==> config.mk <==
export PLATFORM = sky130hd
export DESIGN_NAME = ysyx_exu_cdb
export DESIGN_NICKNAME = d
export VERILOG_FILES = /design/src/rtl/ysyx_cdb_pkg.sv /design/src/rtl/ysyx_cdb_fifo.sv /design/src/rtl/ysyx_exu_cdb.sv
export SDC_FILE = /design/constraint.sdc
export NUM_CORES = 1
export LEC_CHECK = 0
export CORE_ASPECT_RATIO = 1.2
export CORE_MARGIN = 2
export CORE_UTILIZATION = 42
export DETAILED_ROUTE_END_ITERATION = 7
export GPL_ROUTABILITY_DRIVEN = 0
export GPL_TIMING_DRIVEN = 0
export HOLD_SLACK_MARGIN = 0.05
export PLACE_DENSITY = 0.7
export RECOVER_POWER = 50
export SYNTH_ARGS = -nofsm -noshare
export SYNTH_HDL_FRONTEND = slang
export SYNTH_SLANG_ARGS = --single-unit
==> constraint.sdc <==
create_clock -name clock -period 7.2 [get_ports clock]
set_clock_uncertainty 0.15 [all_clocks]
set_input_delay 1.8 -clock clock [delete_from_list [all_inputs] [get_ports clock]]
set_output_delay 1.8 -clock clock [all_outputs]
set_load 0.05 [all_outputs]
==> src/rtl/ysyx_cdb_pkg.sv <==
// Shared CDB entry type and round-robin helper for the EXU completion buffer.
// Optional feature macro: YSYX_CDB_BYPASS_EN (consumed by ysyx_exu_cdb).
`ifndef YSYX_XLEN
`define YSYX_XLEN 32
`endif
`ifndef YSYX_ROB_SIZE
`define YSYX_ROB_SIZE 16
`endif

package ysyx_cdb_pkg;

   localparam int unsigned CDB_XLEN = `YSYX_XLEN;
   localparam int unsigned CDB_ROBW = $clog2(`YSYX_ROB_SIZE) + 1;

   typedef struct packed {
      logic [CDB_ROBW-1:0] dest;
      logic [CDB_XLEN-1:0] result;
      logic [CDB_XLEN-1:0] npc;
      logic                trap;
      logic [CDB_XLEN-1:0] cause;
   } cdb_entry_t;

   function automatic int unsigned rr_next(input int unsigned g,
                                           input int unsigned n);
      return (g + 1 >= n) ? 0 : g + 1;
   endfunction

endpackage

==> src/rtl/ysyx_cdb_fifo.sv <==
// Single-channel in-order completion FIFO holding cdb_entry_t results.
// Pointers wrap naturally since DEPTH is a power of two.
module ysyx_cdb_fifo
   import ysyx_cdb_pkg::*;
#(
   parameter  int unsigned DEPTH = 2,
   localparam int unsigned AW    = $clog2(DEPTH)
) (
   input  logic       clock,
   input  logic       reset,
   input  logic       flush_i,
   input  logic       push_i,
   input  cdb_entry_t din_i,
   input  logic       pop_i,
   output logic [AW:0] count_o,
   output cdb_entry_t head_o
);

   cdb_entry_t    mem_q [DEPTH];
   logic [AW-1:0] wptr_q, wptr_d;
   logic [AW-1:0] rptr_q, rptr_d;
   logic [AW:0]   cnt_q, cnt_d;

   always_comb begin
      wptr_d = wptr_q + AW'(push_i);
      rptr_d = rptr_q + AW'(pop_i);
      cnt_d  = cnt_q + (AW+1)'(push_i) - (AW+1)'(pop_i);
   end

   always_ff @(posedge clock) begin
      if (reset || flush_i) begin
         wptr_q <= '0;
         rptr_q <= '0;
         cnt_q  <= '0;
      end else begin
         wptr_q <= wptr_d;
         rptr_q <= rptr_d;
         cnt_q  <= cnt_d;
      end
   end

   // Payload storage needs no reset; validity lives in cnt_q.
   always_ff @(posedge clock) begin
      if (push_i && !reset && !flush_i) begin
         mem_q[wptr_q] <= din_i;
      end
   end

   assign count_o = cnt_q;
   assign head_o  = mem_q[rptr_q];

endmodule

==> src/rtl/ysyx_exu_cdb.sv <==
// Multi-channel EXU completion buffer with round-robin CDB broadcast.
// Optional macro YSYX_CDB_BYPASS_EN: same-cycle bypass when all FIFOs are empty.
`ifndef YSYX_XLEN
`define YSYX_XLEN 32
`endif
`ifndef YSYX_ROB_SIZE
`define YSYX_ROB_SIZE 16
`endif

module ysyx_exu_cdb
   import ysyx_cdb_pkg::*;
#(
   parameter  int unsigned NCH   = 3,
   parameter  int unsigned DEPTH = 2,
   parameter  int unsigned ROBW  = $clog2(`YSYX_ROB_SIZE) + 1,
   parameter  int unsigned XLEN  = `YSYX_XLEN,
   localparam int unsigned CHW   = $clog2(NCH),
   localparam int unsigned AW    = $clog2(DEPTH)
) (
   input  logic                clock,
   input  logic                reset,
   input  logic                flush,
   input  logic [NCH-1:0]      in_valid,
   output logic [NCH-1:0]      in_ready,
   input  logic [NCH*ROBW-1:0] in_dest,
   input  logic [NCH*XLEN-1:0] in_result,
   input  logic [NCH*XLEN-1:0] in_npc,
   input  logic [NCH-1:0]      in_trap,
   input  logic [NCH*XLEN-1:0] in_cause,
   output logic                cdb_valid,
   input  logic                cdb_ready,
   output logic [ROBW-1:0]     cdb_dest,
   output logic [XLEN-1:0]     cdb_result,
   output logic [XLEN-1:0]     cdb_npc,
   output logic                cdb_trap,
   output logic [XLEN-1:0]     cdb_cause,
   output logic [CHW-1:0]      cdb_ch
);

   logic [NCH-1:0] push, pop, nonempty, req;
   cdb_entry_t     in_ent [NCH];
   cdb_entry_t     head   [NCH];
   logic [AW:0]    cnt    [NCH];
   logic [CHW-1:0] rr_q, rr_d, lock_ch_q, lock_ch_d, grant;
   logic           lock_v_q, lock_v_d, found, byp, fire, kill;
   cdb_entry_t     sel;

   assign kill = reset || flush;

   for (genvar i = 0; i < NCH; i++) begin : g_ch
      assign in_ent[i].dest   = in_dest[i*ROBW +: ROBW];
      assign in_ent[i].result = in_result[i*XLEN +: XLEN];
      assign in_ent[i].npc    = in_npc[i*XLEN +: XLEN];
      assign in_ent[i].trap   = in_trap[i];
      assign in_ent[i].cause  = in_cause[i*XLEN +: XLEN];
      assign nonempty[i] = (cnt[i] != '0);
      assign in_ready[i] = (cnt[i] != (AW+1)'(DEPTH)) && !kill;
      assign push[i] = in_valid[i] && in_ready[i]
                    && !(byp && fire && grant == CHW'(i));
      assign pop[i]  = fire && !byp && grant == CHW'(i);

      ysyx_cdb_fifo #(.DEPTH(DEPTH)) u_fifo (
         .clock   (clock),
         .reset   (reset),
         .flush_i (flush),
         .push_i  (push[i]),
         .din_i   (in_ent[i]),
         .pop_i   (pop[i]),
         .count_o (cnt[i]),
         .head_o  (head[i])
      );
   end

`ifdef YSYX_CDB_BYPASS_EN
   assign byp = (nonempty == '0) && !lock_v_q;
   assign req = byp ? in_valid : nonempty;
`else
   assign byp = 1'b0;
   assign req = nonempty;
`endif

   // A held lock pins the grant so a stalled broadcast never changes payload.
   always_comb begin
      int unsigned idx;
      idx   = 0;
      found = lock_v_q;
      grant = lock_v_q ? lock_ch_q : '0;
      if (!lock_v_q) begin
         for (int k = 0; k < NCH; k++) begin
            idx = (32'(rr_q) + k) % NCH;
            if (!found && req[idx]) begin
               found = 1'b1;
               grant = CHW'(idx);
            end
         end
      end
   end

   assign cdb_valid = found && !kill;
   assign fire      = cdb_valid && cdb_ready;
   assign sel       = byp ? in_ent[grant] : head[grant];

   always_comb begin
      cdb_dest   = '0;
      cdb_result = '0;
      cdb_npc    = '0;
      cdb_trap   = 1'b0;
      cdb_cause  = '0;
      cdb_ch     = '0;
      if (cdb_valid) begin
         cdb_dest   = sel.dest;
         cdb_result = sel.result;
         cdb_npc    = sel.npc;
         cdb_trap   = sel.trap;
         cdb_cause  = sel.cause;
         cdb_ch     = grant;
      end
   end

   assign rr_d      = fire ? CHW'(rr_next(32'(grant), NCH)) : rr_q;
   assign lock_v_d  = cdb_valid && !cdb_ready;
   assign lock_ch_d = grant;

   always_ff @(posedge clock) begin
      if (kill) begin
         rr_q      <= '0;
         lock_v_q  <= 1'b0;
         lock_ch_q <= '0;
      end else begin
         rr_q      <= rr_d;
         lock_v_q  <= lock_v_d;
         lock_ch_q <= lock_ch_d;
      end
   end

endmodule

# Word level (Yosys, flattened, before mapping)

Memories as Yosys holds them, arrays and structs flattened. A register that Yosys moved wholly into a read port is not among the register bits.
Index checks and enable logic that the tools add are counted.
Widths: inputs -> output; s select.

Bits in registers: 17
RAM bits: 612
Bits of input ports: 313
Output and inout bits: 108
Word-level logic and storage cells: 113
Memories: 3

Memory list:

| name                 | words | bits a word | read ports | clocked after Yosys merged registers in | write ports | RTL line            | RTL |
|---|---|---|---|---|---|---|---|
| g_ch[0].u_fifo.mem_q | 2     | 102         | 1          | 1                                       | 1           | ysyx_cdb_fifo.sv:19 | `cdb_entry_t mem_q [DEPTH];` |
| g_ch[1].u_fifo.mem_q | 2     | 102         | 1          | 1                                       | 1           | ysyx_cdb_fifo.sv:19 |  |
| g_ch[2].u_fifo.mem_q | 2     | 102         | 1          | 1                                       | 1           | ysyx_cdb_fifo.sv:19 |  |

Add/subtract/negate cells: 15
Div/mod/pow operators: 3
Order comparisons: 5
Eq/ne operators: 5
Multiplexer cells: 36
Bitwise gates (word level): 1
Reductions and logical operators: 33

Operators with widths:

| cell                  | count |
|---|---|
| $bmux 102 s2          | 1 |
| $mux 102              | 2 |
| $lt 32x3->1 const B   | 3 |
| $mux 32               | 3 |
| $mod 32x2->32 const B | 2 |
| $mod 2x2->32 const B  | 1 |
| $logic_and 1x1->1     | 21 |
| $mux 1                | 19 |
| $mux 2                | 7 |
| $logic_not 1->1       | 7 |
| $add 1x1->1           | 6 |
| $add 2x1->2           | 3 |
| $add 2x1->3 const B   | 2 |
| $bmux 1 s2            | 3 |
| $ne 2x2->1 const B    | 3 |
| $reduce_bool 2->1     | 3 |
| $sub 2x1->2           | 3 |
| $mux 5                | 1 |
| $add 2x2->3 const B   | 1 |
| $ge 3x2->1 const B    | 1 |
| $ge 3x3->1 const B    | 1 |
| $not 2->3             | 1 |
| $eq 2x1->1 const B    | 1 |
| $eq 2x2->1 const B    | 1 |
| 2 further kinds       | 2 |

# Longest topological paths before layout

Gate-level depths: netlist of the first run.

Word-level depth: 19
Depth in mapped cells: 16
Gate-level depth less buffers: 14

# Cells and area by module

Synthesis of the first run repeated with hierarchy kept, for this count alone.

Cells, all modules: 1595
Area, all modules: 26648.1 um^2

By module, submodules not included:

| module        | instances | cells each | area an instance (um^2) | seq. area each (um^2) |
|---|---|---|---|---|
| ysyx_cdb_fifo | 3         | 335        | 7568.5                  | 6206.0 |
| ysyx_exu_cdb  | 1         | 590        | 3942.5                  | 100.1 |

# Worst setup path after synthesis of the first run

Ideal clock, no wire load.

Kind: in2reg
Start point: in flush
End point: mem g_ch[0].u_fifo.mem_q[0][0] in the netlist's numbering (enable)
Library setup time: 564 ps
Arrival: 7652 ps
Data required time: 6486 ps
Setup slack: -1167 ps
Cell stages on the path: 5
Path buffers: 1
Path through: or2_2 clkbuf_1 a21oi_1 nand2_1 nor2_1

Cells in the longest elaborated chain, start to end: 8
Elaborated cells between the ends (all ways): 9
Classes of those cells: mux (2); reduce/logical (7)

Ends and longest elaborated chain:

| element                         | RTL line            | RTL |
|---|---|---|
| from (decl)                     | ysyx_exu_cdb.sv:22  | `input logic flush,` |
| $logic_or 1x1->1                | ysyx_exu_cdb.sv:48  | `assign kill = reset \|\| flush;` |
| $logic_not 1->1                 | ysyx_exu_cdb.sv:57  | `assign in_ready[i] = (cnt[i] != (AW+1)'(DEPTH)) && !kill;` |
| $logic_and 1x1->1               | ysyx_exu_cdb.sv:57  |  |
| via in_ready[0]                 | ysyx_exu_cdb.sv:24  | `output logic [NCH-1:0] in_ready,` |
| $logic_and 1x1->1               | ysyx_exu_cdb.sv:58  | `assign push[i] = in_valid[i] && in_ready[i]` |
| $logic_and 1x1->1 (2 in series) | ysyx_cdb_fifo.sv:44 | `if (push_i && !reset && !flush_i) begin` |
| $mux 1                          | ysyx_cdb_fifo.sv:44 |  |
| $mux 1 (implied by the code)    | ysyx_cdb_fifo.sv:45 | `mem_q[wptr_q] <= din_i;` |
| to (decl)                       | ysyx_cdb_fifo.sv:19 |  |

The timed path passes the listed nets, and every way through them passes these cells.

# Worst setup path in the final report of the first run

Start point: in flush
End point: out cdb_cause[1]

Cells in the longest elaborated chain, start to end: 4

Ends and longest elaborated chain:

| element           | RTL line            | RTL |
|---|---|---|
| $logic_or 1x1->1  | ysyx_exu_cdb.sv:48  |  |
| $logic_not 1->1   | ysyx_exu_cdb.sv:99  | `assign cdb_valid = found && !kill;` |
| $logic_and 1x1->1 | ysyx_exu_cdb.sv:99  |  |
| $mux 32           | ysyx_exu_cdb.sv:110 | `if (cdb_valid) begin` |
| to (decl)         | ysyx_exu_cdb.sv:36  | `output logic [XLEN-1:0] cdb_cause,` |

No other way between the ends.

==> results.md, run 1 <==
- Worst-path clk slew: 60 ps
- Post-synthesis mux area share: 0.1681
- Worst-Margin Slew: 1921 ps
- PortBufs: 420
- Violated checks: max-capacitance violations, max-slew violations
- Area of the multi-input gates: 6038 um2
- Crit path buffers/inverters: 4
- Crit-path cells: clkdlybuf4s50_1, or2_2, clkbuf_1, or3b_1, clkbuf_1, o22ai_1, clkdlybuf4s50_1
- Die height: 272.5 um
- Die area: 62070 um2
- Setup CP Type: primary input to primary output
- Fin area: 32980 um2
- Layout cell share with drive strength beyond 1: 0.1774
- Vias post-DR: 13990
- Syn Nets: 1648
- Nets: 2154
- H-Tree Depth: 2
- Setup Fix Bufs, Post-CTS: 0
- Die W: 227.8 um
- Seq. cell area: 18720 um2
- CTS Buffer Depth: 3
- Post-cts resize count: 0
- DRT Pass-1 Iters: 6
- Core Footprint: 59470 um2
- Syn. warnings: 0
- Initial antenna violation count: 37
- Seq cells post-synth: 629
- Global route overflow: 0
- DP HPWL: 45.79 mm
- Clock Latency Late Sink: 610 ps
- Final setup TNS: 0 ps
- CTS sink cnt: 629
- Status: finished with violations
- Endpoint class of the critical path: primary output
- Yosys top cell by area: edfxtp_1
- Area contributors post-synth: edfxtp_1, mux2i_1, mux2_2
- GRT Total Usage: 0.2038
- Most common cell after layout, fill and taps aside: edfxtp_1
- Fillers: 4673
- RSZ-0062 raised after global routing: false
- Drt wl/cell: 23.85 um
- Min cycle time layout: 6822 ps
- Max-slew violation count: 52
- Ys flop type: edfxtp_1
- R2R Path Start: rr_q[0]
- Max transition margin: -0.2808
- Worst path max stage delay: 930 ps
- Num ports: 421
- Slowest-stage cell, CP: clkdlybuf4s50_1
- Cell Area, Placed: 30990 um2
- Xor/xnor share of the synthesized area: 0.003124
- Simple-Gate Fraction of Synth Area: 0.009570
- CTS Buf Count: 60
- Cell row count: 98
- Worst-path maximum fanout: 10
- Final Setup Violations: 0
- Synth Area in Compound Gates: 0.05395
- Sequential area share after synthesis: 0.7418
- TritonCTS clock tree: yes
- Initial core utilization: 0.4243
- Min-delay worst type: flop to flop
- WP data arrival: 4870 ps
- Hold buffers post-CTS: 0
- Critical path launch point type: primary input
- Tcrit/Tclk final: 0.9475
- Final Hold Fails: 0
- Largest net degree at the start of global routing: 30
- Asr flop ratio synth: 0
- Vias in the first global route: 15050
- Synthesized area per cell: 19.02 um2
- Routed wire length: 64.49 mm
- First-pass GRT wire length: 94.23 mm
- Top delay family on crit path: buffers and inverters
- Leak Pwr: 10.31 nW
- Highest Clock Rate: 0.1466 GHz
- Top cell type's share of synthesized area: 0.7283
- Critical Path Source: flush
- Pwr Density: 234.5 nW/um2
- Post-Syn Area: 25230 um2
- Commonest non-fill, non-tap cells in the layout: edfxtp_1, mux2i_1, dlygate4sd3_1, clkdlybuf4s50_1, mux2_2
- Max Cap Viol: 2
- Adder-Cell Fraction of Synth Area: 0.003967
- Clock Tree Root: clkbuf_16
- DRT iter0 DRCs: 799
- Hold Crit Start: rr_q[0]
- Number of synthesized flops with an enable pin: 612
- Critical Path RT: 5250 ps
- DRT antenna net count: 0
- Vias per cell: 5.173
- Largest family of logic cells by synthesized area: multiplexers
- Largest vdd supply drop: 0.1969 mV
- Mapped Cells: 1327
- DRC viols: 0
- Area Overhead vs Synth: 30.68%
- Netlist cell types: 44
sequential cells by signal, summed over array words and instances (netlist names):
name                 count
g_ch.u_fifo.rptr_q       3
rr_q                     2
g_ch.u_fifo.count_o      6
lock_v_q                 1
lock_ch_q                2
g_ch.u_fifo.wptr_q       3
g_ch.u_fifo.mem_q      612
worst paths after layout:
kind | to | slack (ps) | cells past startpoint
worst max register to register | g_ch[0].u_fifo.count_o[1] | 3480 | 16
worst min register to register | rr_q[0] | 360 | 2
worst min-delay path | rr_q[0] | 360 | 2
worst max-delay path | cdb_cause[1] | 380 | 7
worst reg2reg max path, cell delays in order, from the launching register on:
cell	delay, ps
dfxtp_1	350
inv_1	50
ha_1	410
inv_1	110
o211ai_1	140
a21oi_1	150
o21ai_4	480
buf_6	270
buf_2	280
nand3_1	240
inv_1	130
ha_1	230
inv_1	60
ha_1	150
xor2_1	190
xnor2_1	140
nor2_1	60
cells in the mapped netlist (9+ instances only):
cell and instances:
edfxtp_1 612, mux2i_1 309, mux2_2 102, o22ai_2 80, clkbuf_1 37, o22ai_1 22, nor2_1 21, buf_6 18
dfxtp_1 17, inv_1 16, nand2_1 11, buf_2 10, buf_1 9
kinds of logic (layout without fill, tap and decap cells):
family,Yosys count,after routing
and+or+nand+nor,50,50
adders and majority gates,8,8
muxes,411,411
xor gates and xnor gates,9,9
AOI/OAI and AO/OA,129,129
other,0,21
buffers and inverters,91,647
DFF,629,629
power breakdown:
part | switching (mW) | internal [mW]
logic | 0.230 | 0.224
registers | 0.0146 | 4.08
clock network | 1.36 | 1.82
total | 1.61 | 6.12
layer usage:
metal	part of all wire	track usage	up-vias	wire, um
met5	0.0021	0	-	134
met2	0.54	0.3819	414	34910
met4	0.027	0.06614	22	1757
li1	-	-	6330	-
met3	0.058	0.04935	134	3736
met1	0.37	0.2265	7087	23950
area by class of cell:
cell class,count,share of cell area
multi-input combinational,607,0.1831
antenna,21,0.001594
clock inverter,45,0.01275
clock buffer,67,0.04762
tap,800,0.03035
timing repair buffer,444,0.1420
inverter,16,0.001821
buffer,75,0.01313
sequential,629,0.5676
stage by stage:
stage | std cells | setup slack, ps | hold WS [ps] | power (mW) | utilization
after global routing | 2698 | 168.3 | 390.5 | 7.981 | 0.5542
final | 2704 | 377.7 | 358.5 | 7.732 | 0.5545
after floorplan | 1327 | -1167 | 316.8 | 4.378 | -
after CTS | 2683 | 355.6 | 358.4 | 7.846 | 0.5547
after global placement | 2547 | -4813 | 327.6 | 4.653 | 0.5118
after detailed placement | 2571 | 359.3 | 347.7 | 4.667 | 0.5212
(Power assumes the default switching activity.)
==> run 2: changes to the inputs <==
--- a/config.mk
+++ b/config.mk
@@ -14,6 +14,7 @@
 export HOLD_SLACK_MARGIN = 0.05
 export PLACE_DENSITY = 0.7
 export RECOVER_POWER = 50
+export SLEW_MARGIN = 20
 export SYNTH_ARGS = -nofsm -noshare
 export SYNTH_HDL_FRONTEND = slang
 export SYNTH_SLANG_ARGS = --single-unit
==> run 2 against run 1 <==
  * The run now ends clean
  * First-iteration DRC count up 6.6%
  * Routed wire length about the same
  * Cell count hardly changed
  * Power fell by 0.61%
  * Sequential cell count is the same
  * Cell area grew 0.30%
  * Via count rose by 0.25%
  * Register-to-register slack lost 290 ps
  * Sequential power about the same
  * Count of clock-buffer cells in the layout is 10 higher
  * Die area unchanged
  * Clock power down 2%
  * Critical endpoint is now cdb_cause[31]
==> results.md, run 2 (synthesized netlist as in run 1, its figures left out) <==
- Status: finished clean
- DRT antenna net count: 0 (unchanged)
- Fillers: 4605 (-1.5%)
- Crit-path cells: clkdlybuf4s50_1, or2_2, clkbuf_1, or3b_1, clkbuf_1, o22ai_1, clkdlybuf4s50_1
- Final Setup Violations: 0 (unchanged)
- DRT Pass-1 Iters: 5 (-1)
- PortBufs: 420 (unchanged)
- Pwr Density: 232.4 nW/um2 (-0.91%)
- Drt wl/cell: 23.85 um (about the same)
- Num ports: 421 (unchanged)
- Setup Fix Bufs, Post-CTS: 0 (unchanged)
- Tcrit/Tclk final: 0.9486 (+0.001032)
- Worst-path maximum fanout: 10 (unchanged)
- H-Tree Depth: 2 (unchanged)
- Final Hold Fails: 0 (unchanged)
- Critical path launch point type: primary input
- RSZ-0062 raised after global routing: false
- Worst path max stage delay: 950 ps (+20 ps)
- Top delay family on crit path: buffers and inverters
- Net Switching: 1.600 mW (-0.43%)
- Largest net degree at the start of global routing: 24 (-20%)
- Seq pwr share: 0.533 (+0.003)
- Largest vdd supply drop: 0.1918 mV (-2.6%)
- CTS Buffer Depth: 3 (unchanged)
- Die area: 62070 um2 (unchanged)
- Clk pwr share: 0.407 (-0.004)
- CTS sink cnt: 629 (unchanged)
- Post-cts resize count: 0 (unchanged)
- Slowest-stage cell, CP: clkdlybuf4s50_1
- TritonCTS clock tree: yes
- Internal power: 6.085 mW (-0.65%)
- Clock Latency Late Sink: 610 ps (about the same)
- Die height: 272.5 um (unchanged)
- Power, Total: 7.685 mW (-0.61%)
- Worst-path clk slew: 70 ps (about the same)
- Most flops, register: g_ch.u_fifo.mem_q
- Setup CP Type: primary input to primary output
- Global route overflow: 0 (unchanged)
- Vias post-DR: 14020 (+0.25%)
- WP data arrival: 4880 ps (about the same)
- GRT Total Usage: 0.2035 (-0.0003277)
- Switching Fraction: 0.2083 (+0.0003631)
- Worst-Margin Slew: 1278 ps (-642.7 ps)
- Min-delay worst type: flop to flop
- Initial antenna violation count: 38 (+2.7%)
- Place WS: 411.2 ps (+51.91 ps)
- Hold buffers post-CTS: 0 (unchanged)
- Highest Clock Rate: 0.1464 GHz (-0.11%)
- DRT iter0 DRCs: 852 (+6.6%)
- Vias per cell: 5.184 (+0.21%)
- Nets: 2161 (+0.32%)
- Layout cell share with drive strength beyond 1: 0.1772 (about the same)
- Max-slew violation count: 0 (-100%)
- DP HPWL: 45.96 mm (+0.37%)
- Max FFs per register: 612 (unchanged)
- Max Cap Viol: 0 (-2)
- Initial core utilization: 0.4243 (unchanged)
- Crit path buffers/inverters: 4 (unchanged)
- Core Footprint: 59470 um2 (unchanged)
- Max transition margin: 0.1445 (+0.4253)
- Cell row count: 98 (unchanged)
- Critical Path RT: 5250 ps (about the same)
- Logic pwr share: 0.060 (about the same)
- CTS Buf Count: 61 (+1.7%)
- Leak Pwr: 10.36 nW (+0.46%)
- DRC viols: 0 (unchanged)
- Most common cell after layout, fill and taps aside: edfxtp_1
- Area Overhead vs Synth: 31.07%
- Min cycle time layout: 6830 ps (+7.432 ps)
- Endpoint class of the critical path: primary output
- Clock Tree Root: clkbuf_16
- Core Util, Final: 0.5562 (+0.001683)
- First-pass GRT wire length: 94.23 mm (about the same)
- Commonest non-fill, non-tap cells in the layout: edfxtp_1, mux2i_1, dlygate4sd3_1, clkdlybuf4s50_1, mux2_2
- Die W: 227.8 um (unchanged)
- Worst Setup Slack, final: 370.2 ps (-7.432 ps)
- Min Hold Slack: 358.5 ps (+0.01000 ps)
- Vias in the first global route: 15090 (+0.24%)
- Routed wire length: 64.50 mm (about the same)
-- run 2: cell types whose count changed in the layout (fill, tap and decap cells not counted), moves of 2 or more --
| cell | previous run | this run |
|---|---|---|
| clkbuf_1 | 44 | 54 |
| clkinv_4 | 2 | 0 |
| diode_2 | 21 | 15 |
| buf_16 | 4 | 10 |
| clkinv_1 | 15 | 12 |
| bufinv_16 | 7 | 5 |
-- run 2: path summary, 6_finish.rpt --
check / start / end / slack, ps / cells past startpoint
max reg2reg: rr_q[0] / g_ch[0].u_fifo.count_o[1] / 3190 / 16
max: flush / cdb_cause[31] / 370 / 7
min reg2reg: rr_q[0] / rr_q[0] / 360 / 2
min: rr_q[0] / rr_q[0] / 360 / 2
-- run 2: worst reg2reg max path: stages (launching register included) --
cell and delay (ps):
dfxtp_1 360, inv_1 50, ha_1 410, inv_1 110
o211ai_1 150, a21oi_1 160, o21ai_4 480, buf_6 280
clkbuf_1 450, nand3_1 310, inv_1 130, ha_1 230
inv_1 60, ha_1 150, xor2_1 190, xnor2_1 150
nor2_1 60
-- run 2: cell type report --
class	instances	area, um2	area share
Clock buffer	77	1629	0.04925
Sequential cell	629	18720	0.5659
Antenna cell	15	37.54	0.001135
Multi-Input combinational cell	607	6038	0.1826
Inverter	16	60.06	0.001816
Clock inverter	36	311.5	0.009419
Buffer	75	432.9	0.01309
Tap cell	800	1001	0.03026
Timing Repair Buffer	450	4847	0.1465
-- run 2: power by group through the flow --
stage	clock network, mW	registers, mW	logic [mW]
2_1_floorplan	0	4.18	0.195
3_3_place_gp	0	4.19	0.462
3_5_place_dp	0	4.18	0.496
4_1_cts	3.19	4.10	0.499
5_1_grt	3.33	4.10	0.487
6_report	3.13	4.10	0.458
-- run 2: routing by layer --
metal | track usage | wire [um] | up-vias
li1 | - | - | 6344
met1 | 0.2266 | 24000 | 7101
met2 | 0.3786 | 34710 | 408
met3 | 0.04873 | 3753 | 147
met4 | 0.07150 | 1892 | 22
met5 | 0 | 146 | -
-- run 2: metrics by stage --
stage	setup TNS, ps	instance area (um2)	std cells
floorplan	-713900	25230	1327
global placement	-2862230	30440	2547
detailed placement	0	31180	2577
CTS	0	33120	2690
global route	0	33070	2704
finish	0	33080	2705
==> run 3: changes to the inputs <==
--- a/config.mk
+++ b/config.mk
@@ -14,6 +14,7 @@
 export HOLD_SLACK_MARGIN = 0.05
 export PLACE_DENSITY = 0.7
 export RECOVER_POWER = 50
+export SETUP_SLACK_MARGIN = 0.05
 export SLEW_MARGIN = 20
 export SYNTH_ARGS = -nofsm -noshare
 export SYNTH_HDL_FRONTEND = slang
==> results of run 3 <==
The final DEF is identical to that of run 2; final timing and power are the same.
